[src/rtl/rv_ctrl_pkg.sv]
// Shared types and encodings for the RV32 multicycle control path.
// Contents: FSM state encoding, instruction classes, opcode constants,
// ALU control codes, pc_src / wb_sel encodings and an opcode classifier.
package rv_ctrl_pkg;

  typedef enum logic [2:0] {
    ST_FETCH  = 3'd0,
    ST_DECODE = 3'd1,
    ST_EXEC   = 3'd2,
    ST_MEM    = 3'd3,
    ST_WB     = 3'd4,
    ST_HALT   = 3'd7
  } state_t;

  typedef enum logic [2:0] {
    CLS_R      = 3'd0,
    CLS_I      = 3'd1,
    CLS_LOAD   = 3'd2,
    CLS_STORE  = 3'd3,
    CLS_BRANCH = 3'd4,
    CLS_JAL    = 3'd5,
    CLS_NONE   = 3'd7
  } instr_class_t;

  localparam logic [6:0] OP_R      = 7'b0110011;
  localparam logic [6:0] OP_I      = 7'b0010011;
  localparam logic [6:0] OP_LOAD   = 7'b0000011;
  localparam logic [6:0] OP_STORE  = 7'b0100011;
  localparam logic [6:0] OP_BRANCH = 7'b1100011;
  localparam logic [6:0] OP_JAL    = 7'b1101111;

  localparam logic [3:0] ALU_AND = 4'b0000;
  localparam logic [3:0] ALU_OR  = 4'b0001;
  localparam logic [3:0] ALU_ADD = 4'b0010;
  localparam logic [3:0] ALU_XOR = 4'b0011;
  localparam logic [3:0] ALU_SUB = 4'b0110;
  localparam logic [3:0] ALU_SLT = 4'b0111;

  localparam logic [1:0] PC_SRC_PLUS4  = 2'd0;
  localparam logic [1:0] PC_SRC_BRANCH = 2'd1;
  localparam logic [1:0] PC_SRC_ALU    = 2'd2;

  localparam logic [1:0] WB_ALU = 2'd0;
  localparam logic [1:0] WB_MEM = 2'd1;
  localparam logic [1:0] WB_PC4 = 2'd2;

  // Map a 7-bit opcode onto the supported instruction classes.
  function automatic instr_class_t classify(input logic [6:0] op);
    instr_class_t c;
    case (op)
      OP_R:      c = CLS_R;
      OP_I:      c = CLS_I;
      OP_LOAD:   c = CLS_LOAD;
      OP_STORE:  c = CLS_STORE;
      OP_BRANCH: c = CLS_BRANCH;
      OP_JAL:    c = CLS_JAL;
      default:   c = CLS_NONE;
    endcase
    return c;
  endfunction

endpackage

[src/rtl/rv_alu_decode.sv]
// Combinational ALU-control decoder.
// Ports:
//   cls      in  3  instruction class (instr_class_t encoding)
//   funct3   in  3  IR[14:12]
//   funct7_5 in  1  IR[30], selects SUB for R-type funct3 000
//   alu_ctrl out 4  ALU operation code
//   legal    out 1  class/funct3 combination is supported
module rv_alu_decode
  import rv_ctrl_pkg::*;
(
  input  logic [2:0] cls,
  input  logic [2:0] funct3,
  input  logic       funct7_5,
  output logic [3:0] alu_ctrl,
  output logic       legal
);

  // Decode the ALU operation and flag unsupported funct3 values.
  always_comb begin
    alu_ctrl = ALU_ADD;
    legal    = 1'b1;
    case (cls)
      CLS_R, CLS_I: begin
        case (funct3)
          3'b000: begin
            if (cls == CLS_R && funct7_5) begin
              alu_ctrl = ALU_SUB;
            end else begin
              alu_ctrl = ALU_ADD;
            end
          end
          3'b100:  alu_ctrl = ALU_XOR;
          3'b110:  alu_ctrl = ALU_OR;
          3'b111:  alu_ctrl = ALU_AND;
          3'b010:  alu_ctrl = ALU_SLT;
          default: legal    = 1'b0;
        endcase
      end
      CLS_LOAD, CLS_STORE, CLS_JAL: alu_ctrl = ALU_ADD;
      CLS_BRANCH: begin
        // Only BEQ (000) and BNE (001) are supported.
        alu_ctrl = ALU_SUB;
        legal    = (funct3 == 3'b000) || (funct3 == 3'b001);
      end
      default: legal = 1'b0;
    endcase
  end

endmodule

[src/rtl/rv_multicycle_ctrl.sv]
// Multicycle RV32 control FSM: FETCH -> DECODE -> EXEC -> (MEM) -> (WB).
// Drives all datapath enables/selects and waits on the memory ready handshake.
// Ports:
//   clock, reset                   clock and synchronous active-high reset
//   opcode, funct3, funct7_5       instruction fields from the IR
//   zero                           live ALU zero flag (branch resolution)
//   mem_ready                      memory completes the current request
//   mem_req, mem_we, mem_is_data   memory request controls
//   ir_write, pc_write, pc_src     IR / PC update controls
//   alu_src_b, alu_ctrl            ALU operand select and operation
//   reg_wr_en, wb_sel              register writeback controls
//   illegal_instr, mem_timeout     sticky error flags
//   state_dbg                      current state encoding
module rv_multicycle_ctrl
  import rv_ctrl_pkg::*;
#(
  parameter int         TIMEOUT_CYCLES = 16,
  parameter logic [1:0] RESET_PC_SEL   = 2'd0
) (
  input  logic       clock,
  input  logic       reset,
  input  logic [6:0] opcode,
  input  logic [2:0] funct3,
  input  logic       funct7_5,
  input  logic       zero,
  input  logic       mem_ready,
  output logic       mem_req,
  output logic       mem_we,
  output logic       mem_is_data,
  output logic       ir_write,
  output logic       pc_write,
  output logic [1:0] pc_src,
  output logic       alu_src_b,
  output logic [3:0] alu_ctrl,
  output logic       reg_wr_en,
  output logic [1:0] wb_sel,
  output logic       illegal_instr,
  output logic       mem_timeout,
  output logic [2:0] state_dbg
);

  state_t       state, state_next;
  instr_class_t cls_q;
  instr_class_t dec_cls;
  logic [3:0]   alu_q;
  logic [3:0]   dec_alu;
  logic         dec_legal;
  logic         br_ne_q;
  // High for the first cycle after reset; the FSM sits idle in FETCH with
  // all outputs quiet so a fetch restarts one cycle after reset deasserts.
  logic         in_reset;
  logic [7:0]   wait_cnt;
  logic         illegal_q;
  logic         timeout_q;
  logic         waiting;
  logic         limit;

  assign dec_cls = classify(opcode);

  rv_alu_decode u_alu_decode (
    .cls      (dec_cls),
    .funct3   (funct3),
    .funct7_5 (funct7_5),
    .alu_ctrl (dec_alu),
    .legal    (dec_legal)
  );

  // A wait cycle is one with an outstanding request that memory did not accept.
  assign waiting = !in_reset && ((state == ST_FETCH) || (state == ST_MEM)) && !mem_ready;
  // Limit hits on the TIMEOUT_CYCLES-th consecutive wait cycle; mem_ready in
  // that same cycle keeps waiting low, so the transfer wins.
  assign limit   = waiting && (wait_cnt == 8'(TIMEOUT_CYCLES - 1));

  assign alu_ctrl      = alu_q;
  assign illegal_instr = illegal_q;
  assign mem_timeout   = timeout_q;
  assign state_dbg     = state;

  // State register, latched decode, wait counter and sticky flags.
  always_ff @(posedge clock) begin
    if (reset) begin
      state     <= ST_FETCH;
      in_reset  <= 1'b1;
      cls_q     <= CLS_NONE;
      alu_q     <= 4'b0000;
      br_ne_q   <= 1'b0;
      wait_cnt  <= 8'd0;
      illegal_q <= 1'b0;
      timeout_q <= 1'b0;
    end else begin
      in_reset <= 1'b0;
      state    <= state_next;
      if (state == ST_DECODE) begin
        cls_q   <= dec_cls;
        alu_q   <= dec_alu;
        br_ne_q <= funct3[0];
        if (!dec_legal) begin
          illegal_q <= 1'b1;
        end
      end
      if (limit) begin
        timeout_q <= 1'b1;
      end
      if (waiting) begin
        wait_cnt <= wait_cnt + 8'd1;
      end else begin
        wait_cnt <= 8'd0;
      end
    end
  end

  // Next-state and Moore outputs (branch pc_write uses the live zero flag).
  always_comb begin
    state_next  = state;
    mem_req     = 1'b0;
    mem_we      = 1'b0;
    mem_is_data = 1'b0;
    ir_write    = 1'b0;
    pc_write    = 1'b0;
    pc_src      = PC_SRC_PLUS4;
    alu_src_b   = 1'b0;
    reg_wr_en   = 1'b0;
    wb_sel      = WB_ALU;
    if (in_reset) begin
      state_next = ST_FETCH;
      pc_src     = RESET_PC_SEL;
    end else begin
      case (state)
        ST_FETCH: begin
          mem_req  = 1'b1;
          ir_write = mem_ready;
          pc_write = mem_ready;
          if (mem_ready) begin
            state_next = ST_DECODE;
          end else if (limit) begin
            state_next = ST_HALT;
          end else begin
            state_next = ST_FETCH;
          end
        end
        ST_DECODE: begin
          if (dec_legal) begin
            state_next = ST_EXEC;
          end else begin
            state_next = ST_HALT;
          end
        end
        ST_EXEC: begin
          case (cls_q)
            CLS_R: state_next = ST_WB;
            CLS_I: begin
              alu_src_b  = 1'b1;
              state_next = ST_WB;
            end
            CLS_LOAD, CLS_STORE: begin
              alu_src_b  = 1'b1;
              state_next = ST_MEM;
            end
            CLS_BRANCH: begin
              pc_write   = br_ne_q ? !zero : zero;
              pc_src     = PC_SRC_BRANCH;
              state_next = ST_FETCH;
            end
            CLS_JAL: begin
              pc_write   = 1'b1;
              pc_src     = PC_SRC_BRANCH;
              reg_wr_en  = 1'b1;
              wb_sel     = WB_PC4;
              state_next = ST_FETCH;
            end
            default: state_next = ST_HALT;
          endcase
        end
        ST_MEM: begin
          mem_req     = 1'b1;
          mem_is_data = 1'b1;
          mem_we      = (cls_q == CLS_STORE);
          if (mem_ready) begin
            state_next = (cls_q == CLS_LOAD) ? ST_WB : ST_FETCH;
          end else if (limit) begin
            state_next = ST_HALT;
          end else begin
            state_next = ST_MEM;
          end
        end
        ST_WB: begin
          reg_wr_en  = 1'b1;
          wb_sel     = (cls_q == CLS_LOAD) ? WB_MEM : WB_ALU;
          state_next = ST_FETCH;
        end
        ST_HALT: state_next = ST_HALT;
        default: state_next = ST_HALT;
      endcase
    end
  end

endmodule
[config.mk]
export PLATFORM = sky130hd
export DESIGN_NAME = rv_multicycle_ctrl
export DESIGN_NICKNAME = d
export VERILOG_FILES = /design/src/rtl/rv_ctrl_pkg.sv /design/src/rtl/rv_alu_decode.sv /design/src/rtl/rv_multicycle_ctrl.sv
export SDC_FILE = /design/constraint.sdc
export NUM_CORES = 1
export LEC_CHECK = 0
export ABC_AREA = 1
export CELL_PAD_IN_SITES_DETAIL_PLACEMENT = 2
export CELL_PAD_IN_SITES_GLOBAL_PLACEMENT = 2
export CORE_UTILIZATION = 24
export CTS_CLUSTER_SIZE = 12
export DETAILED_ROUTE_END_ITERATION = 7
export PLACE_DENSITY = 0.82
export SKIP_CTS_REPAIR_TIMING = 1
export SYNTH_ARGS = -nofsm -noshare
export SYNTH_HDL_FRONTEND = slang
export SYNTH_SLANG_ARGS = --single-unit
[constraint.sdc]
create_clock -name clock -period 1.5 [get_ports clock]
set_clock_uncertainty 0.1 [all_clocks]
set_input_delay 0.15 -clock clock [delete_from_list [all_inputs] [get_ports clock]]
set_output_delay 0.15 -clock clock [all_outputs]
set_load 0.01 [all_outputs]
==> flow_results.org <==
** Clock tree
- In this run, CTS created clock tree buffers numbering 3.
- Maximum clock insertion buffer count :: 2
- In this run the clock root is driven by a clkbuf_8.
- After clock tree synthesis, the clock-pin slew on the worst setup and hold paths is ~0.1 ns.
- Clock Sink Count :: 21
- In this run the number of H-tree levels came out at 1.
- TritonCTS built the clock tree.
- Worst skew pair latency :: ~0.28 ns

** Floorplanning
- Die width :: ~73 microns
- The die covers approximately 5400 sq um.
- Number of rows created at floorplan :: 25
- 35 I/O pins were placed.
- Die height :: 73.2 microns
- The region available for standard cell placement spans 4790 sq um.
- Effective utilization at floorplan :: 25.4%

** Worst setup path
- In this run the critical register-to-register path is captured at state_dbg[2].
- Worst EP required :: 1.25 ns
- Maximum fanout count along the critical path :: 3
- STA puts the critical path data arrival time at 1.45 ns.
- Counting cells, the worst reg-to-reg path comes to 10.
- The setup path with the least slack is of type flop to output port.
- In this run the critical register-to-register path is launched from cls_q[1].
- Startpoint class of the critical path :: flop
- For flop-to-flop paths, the worst setup slack is -0.18 ns.
- Category of the worst setup path capture point :: output port

** GRT
- The first global-routing pass estimated 7.93 mm of wire.
- Number of antenna violations at the first check in global routing :: 0
- Global routing finished with a remaining overflow of 0.
- Global routing consumed, over all layers together, 19.7% of the routing resources.
- Vias in the first global route :: around 1600
- Entering global routing, the biggest net connects 13 pins.

** Status
- Result of the run :: complete, but fails checks
- The final reports fail on setup timing.

** Yosys
- Seq cells post-synth :: 21
- The number of different library cells used by synthesis comes to 29.
- Sequential elements use between 30% and 40% of the synthesized area.
- Avg Synthesized Cell Area :: approximately 6.6 sq um
- In the synthesized netlist, the number of instances is 184.
- The synthesized netlist occupies a cell area of 1220 sq um.
- Yosys printed 0 warnings.

** Layout
- Final Util :: between 40 and 50%
- From synthesis to final layout, the design area changed by 82.6%.
- Summing all non-filler instances in the final layout gives an area of 2220 sq um.
- Proportion of layout cells with a drive suffix above 1 :: between 40% and 50%
- The layout has ~550 filler cells.
- Antenna cell count :: 0
- At the end of the flow, the number of nets in the layout was 283.

** Drt
- Residual DRC :: 0
- After detailed routing, the total wire length is 6.17 mm.
- The first routing iteration left 55 violations.
- Antenna-violating nets left :: 0
- The first detailed-routing pass took 4 iterations.
- Detail-routed net length per standard cell :: 18.5 microns
- Vias after detailed routing :: 1558
- Number of vias per cell :: about 4.7

** STA
- Unrepaired setup endpoints after global routing :: yes
- Setup violations remaining at the end of the flow were counted as 20.
- Fin Setup TNS :: -1.53 ns
- FMAX :: ~0.6 GHz
- Final hold violation count :: 0
- The total count of max-transition violations in the final report came to 0.
- The final critical path takes up 113% of the cycle.
- In the post-route analysis, the smallest setup slack over all paths is -0.197 ns.
- Final period demand of the worst path :: 1.70 ns

** Power and ir drop
- IR analysis of the VDD net gives a maximum drop of just under 300 uV.
- For this design the static power due to leakage is 1.06 nW.
- For this design the ratio of total power to cell area is around 640 nW/um^2.

** Hold path
- Count of cells along the worst hold path :: 2
- The worst hold path begins at illegal_instr.
- For hold timing, the worst endpoint is illegal_instr.
- Class of the tightest hold or removal check :: flop to flop

** Place
- The placed instances occupy a cell area of 1930 sq um.
- The congestion estimate from routability-driven global placement came to 0.768.
- Detailed placement ended at an HPWL of 3.78 mm.
- Worst-case setup slack after placement :: -0.318 ns
- During placement, the flow inserted port buffers numbering 32.

** Run
- Max-capacitance violation count :: 0
-- logic make-up after synthesis --
group | Yosys count | share of synthesized area [%]
adders and majority gates | 1 | 1.03
AOI/OAI and AO/OA | 23 | 10.4
buffers and inverters | 35 | 11.7
and+or+nand+nor | 99 | 39.1
other | 1 | 0.308
DFF | 21 | 34.6
xor gates and xnor gates | 4 | 2.88
-- registers in the layout, summed over array words and instances, names as in the netlist --
signal and count:
alu_ctrl 3, br_ne_q 1, cls_q 3, illegal_instr 1, in_reset 1, mem_timeout 1
state_dbg 3, wait_cnt 8
-- cells in the mapped netlist --
cell | n | area share (%)
nand2_4 | 1 | 0.93
or2_0 | 1 | 0.51
nor2_2 | 2 | 1.0
xor2_1 | 1 | 0.72
a211oi_1 | 1 | 0.62
o21a_1 | 1 | 0.62
inv_1 | 28 | 8.6
buf_4 | 3 | 1.9
clkbuf_1 | 1 | 0.31
nand4_2 | 1 | 1.0
xnor2_1 | 3 | 2.2
nor2_1 | 29 | 9.0
nor2_4 | 1 | 0.93
inv_2 | 3 | 0.93
nand3_2 | 4 | 3.3
o21ai_0 | 4 | 1.6
nor3_1 | 6 | 2.5
nand3_1 | 11 | 4.5
ha_1 | 1 | 1.0
nor4_1 | 1 | 0.51
nor3_2 | 1 | 0.82
nand2_2 | 2 | 1.0
conb_1 | 1 | 0.31
a21oi_1 | 13 | 5.3
dfxtp_1 | 21 | 35
nand4_1 | 5 | 2.6
o211ai_1 | 1 | 0.62
a31oi_1 | 3 | 1.5
nand2_1 | 34 | 10
-- placed cells by master, fill, tap and decap left out, types with 2 or more instances in the layout --
cell | netlist | routed
xnor2_1 | 3 | 3
nand3_4 | 0 | 3
buf_6 | 0 | 5
inv_1 | 28 | 25
nand3_2 | 4 | 2
inv_2 | 3 | 5
nor3_2 | 1 | 2
nand3_1 | 11 | 10
clkdlybuf4s50_1 | 0 | 19
dfxtp_2 | 0 | 4
nor2_4 | 1 | 6
o21ai_0 | 4 | 3
nor2_2 | 2 | 7
dfxtp_1 | 21 | 15
clkbuf_8 | 0 | 3
nor3_4 | 0 | 2
dlymetal6s2s_1 | 0 | 3
a31oi_1 | 3 | 2
nand2_4 | 1 | 6
nor2_1 | 29 | 19
nand2_1 | 34 | 27
a21oi_1 | 13 | 9
nand2_2 | 2 | 4
conb_1 | 1 | 2
dfxtp_4 | 0 | 2
a21oi_2 | 0 | 3
buf_4 | 3 | 43
buf_2 | 0 | 9
nor3_1 | 6 | 3
nand4_1 | 5 | 5
-- worst max-delay path, cell delays in order (launching register included) --
cell and delay (ns):
dfxtp_2 0.34, inv_2 0.07, nand2_2 0.08, nor2_4 0.13
nand4_1 0.16, a21oi_1 0.21, buf_2 0.17
-- report_power, final --
part           switching, mW  total, mW  internal, mW  leakage (nW)
sequential            0.0210      0.597         0.576         0.173
combinational          0.215      0.417         0.202         0.863
clock                  0.230      0.416         0.186        0.0255
-- final cells by class --
cell class	instances	area, sq um	area share, %
multi-input combinational	129	862	38.8
timing repair buffer	81	677	30.5
sequential	21	433	19.5
inverter	31	119	5.35
tap	67	83.8	3.77
clock buffer	3	41.3	1.86
clock inverter	1	5.00	0.225
-- worst max path at each step --
stage	startpoint	to	slack [ns]
after floorplan	state_dbg[2]	reg_wr_en	0.16
after global placement	mem_ready	pc_write	-0.27
after detailed placement	state_dbg[0]	pc_write	-0.32
after CTS	state_dbg[0]	pc_write	-0.63
after global routing	state_dbg[0]	reg_wr_en	-0.25
final	state_dbg[2]	reg_wr_en	-0.20
-- per-stage QoR --
stage	hold WS [ns]	total power, mW	instances
after global placement	0.351	0.916	323
after floorplan	0.0777	0.729	185
final	0.371	1.43	333
after detailed placement	0.361	0.932	323
after CTS	0.374	1.34	327
after global routing	0.398	1.48	333
-- metal layers --
layer	up-vias	share of wire (%)	GRT usage, %
li1	750	-	-
met2	42	54	37.9
met1	750	40	21.5
met4	0	3.0	8.50
met3	16	3.0	2.07
met5	-	0	0
(Power assumes the default switching activity.)
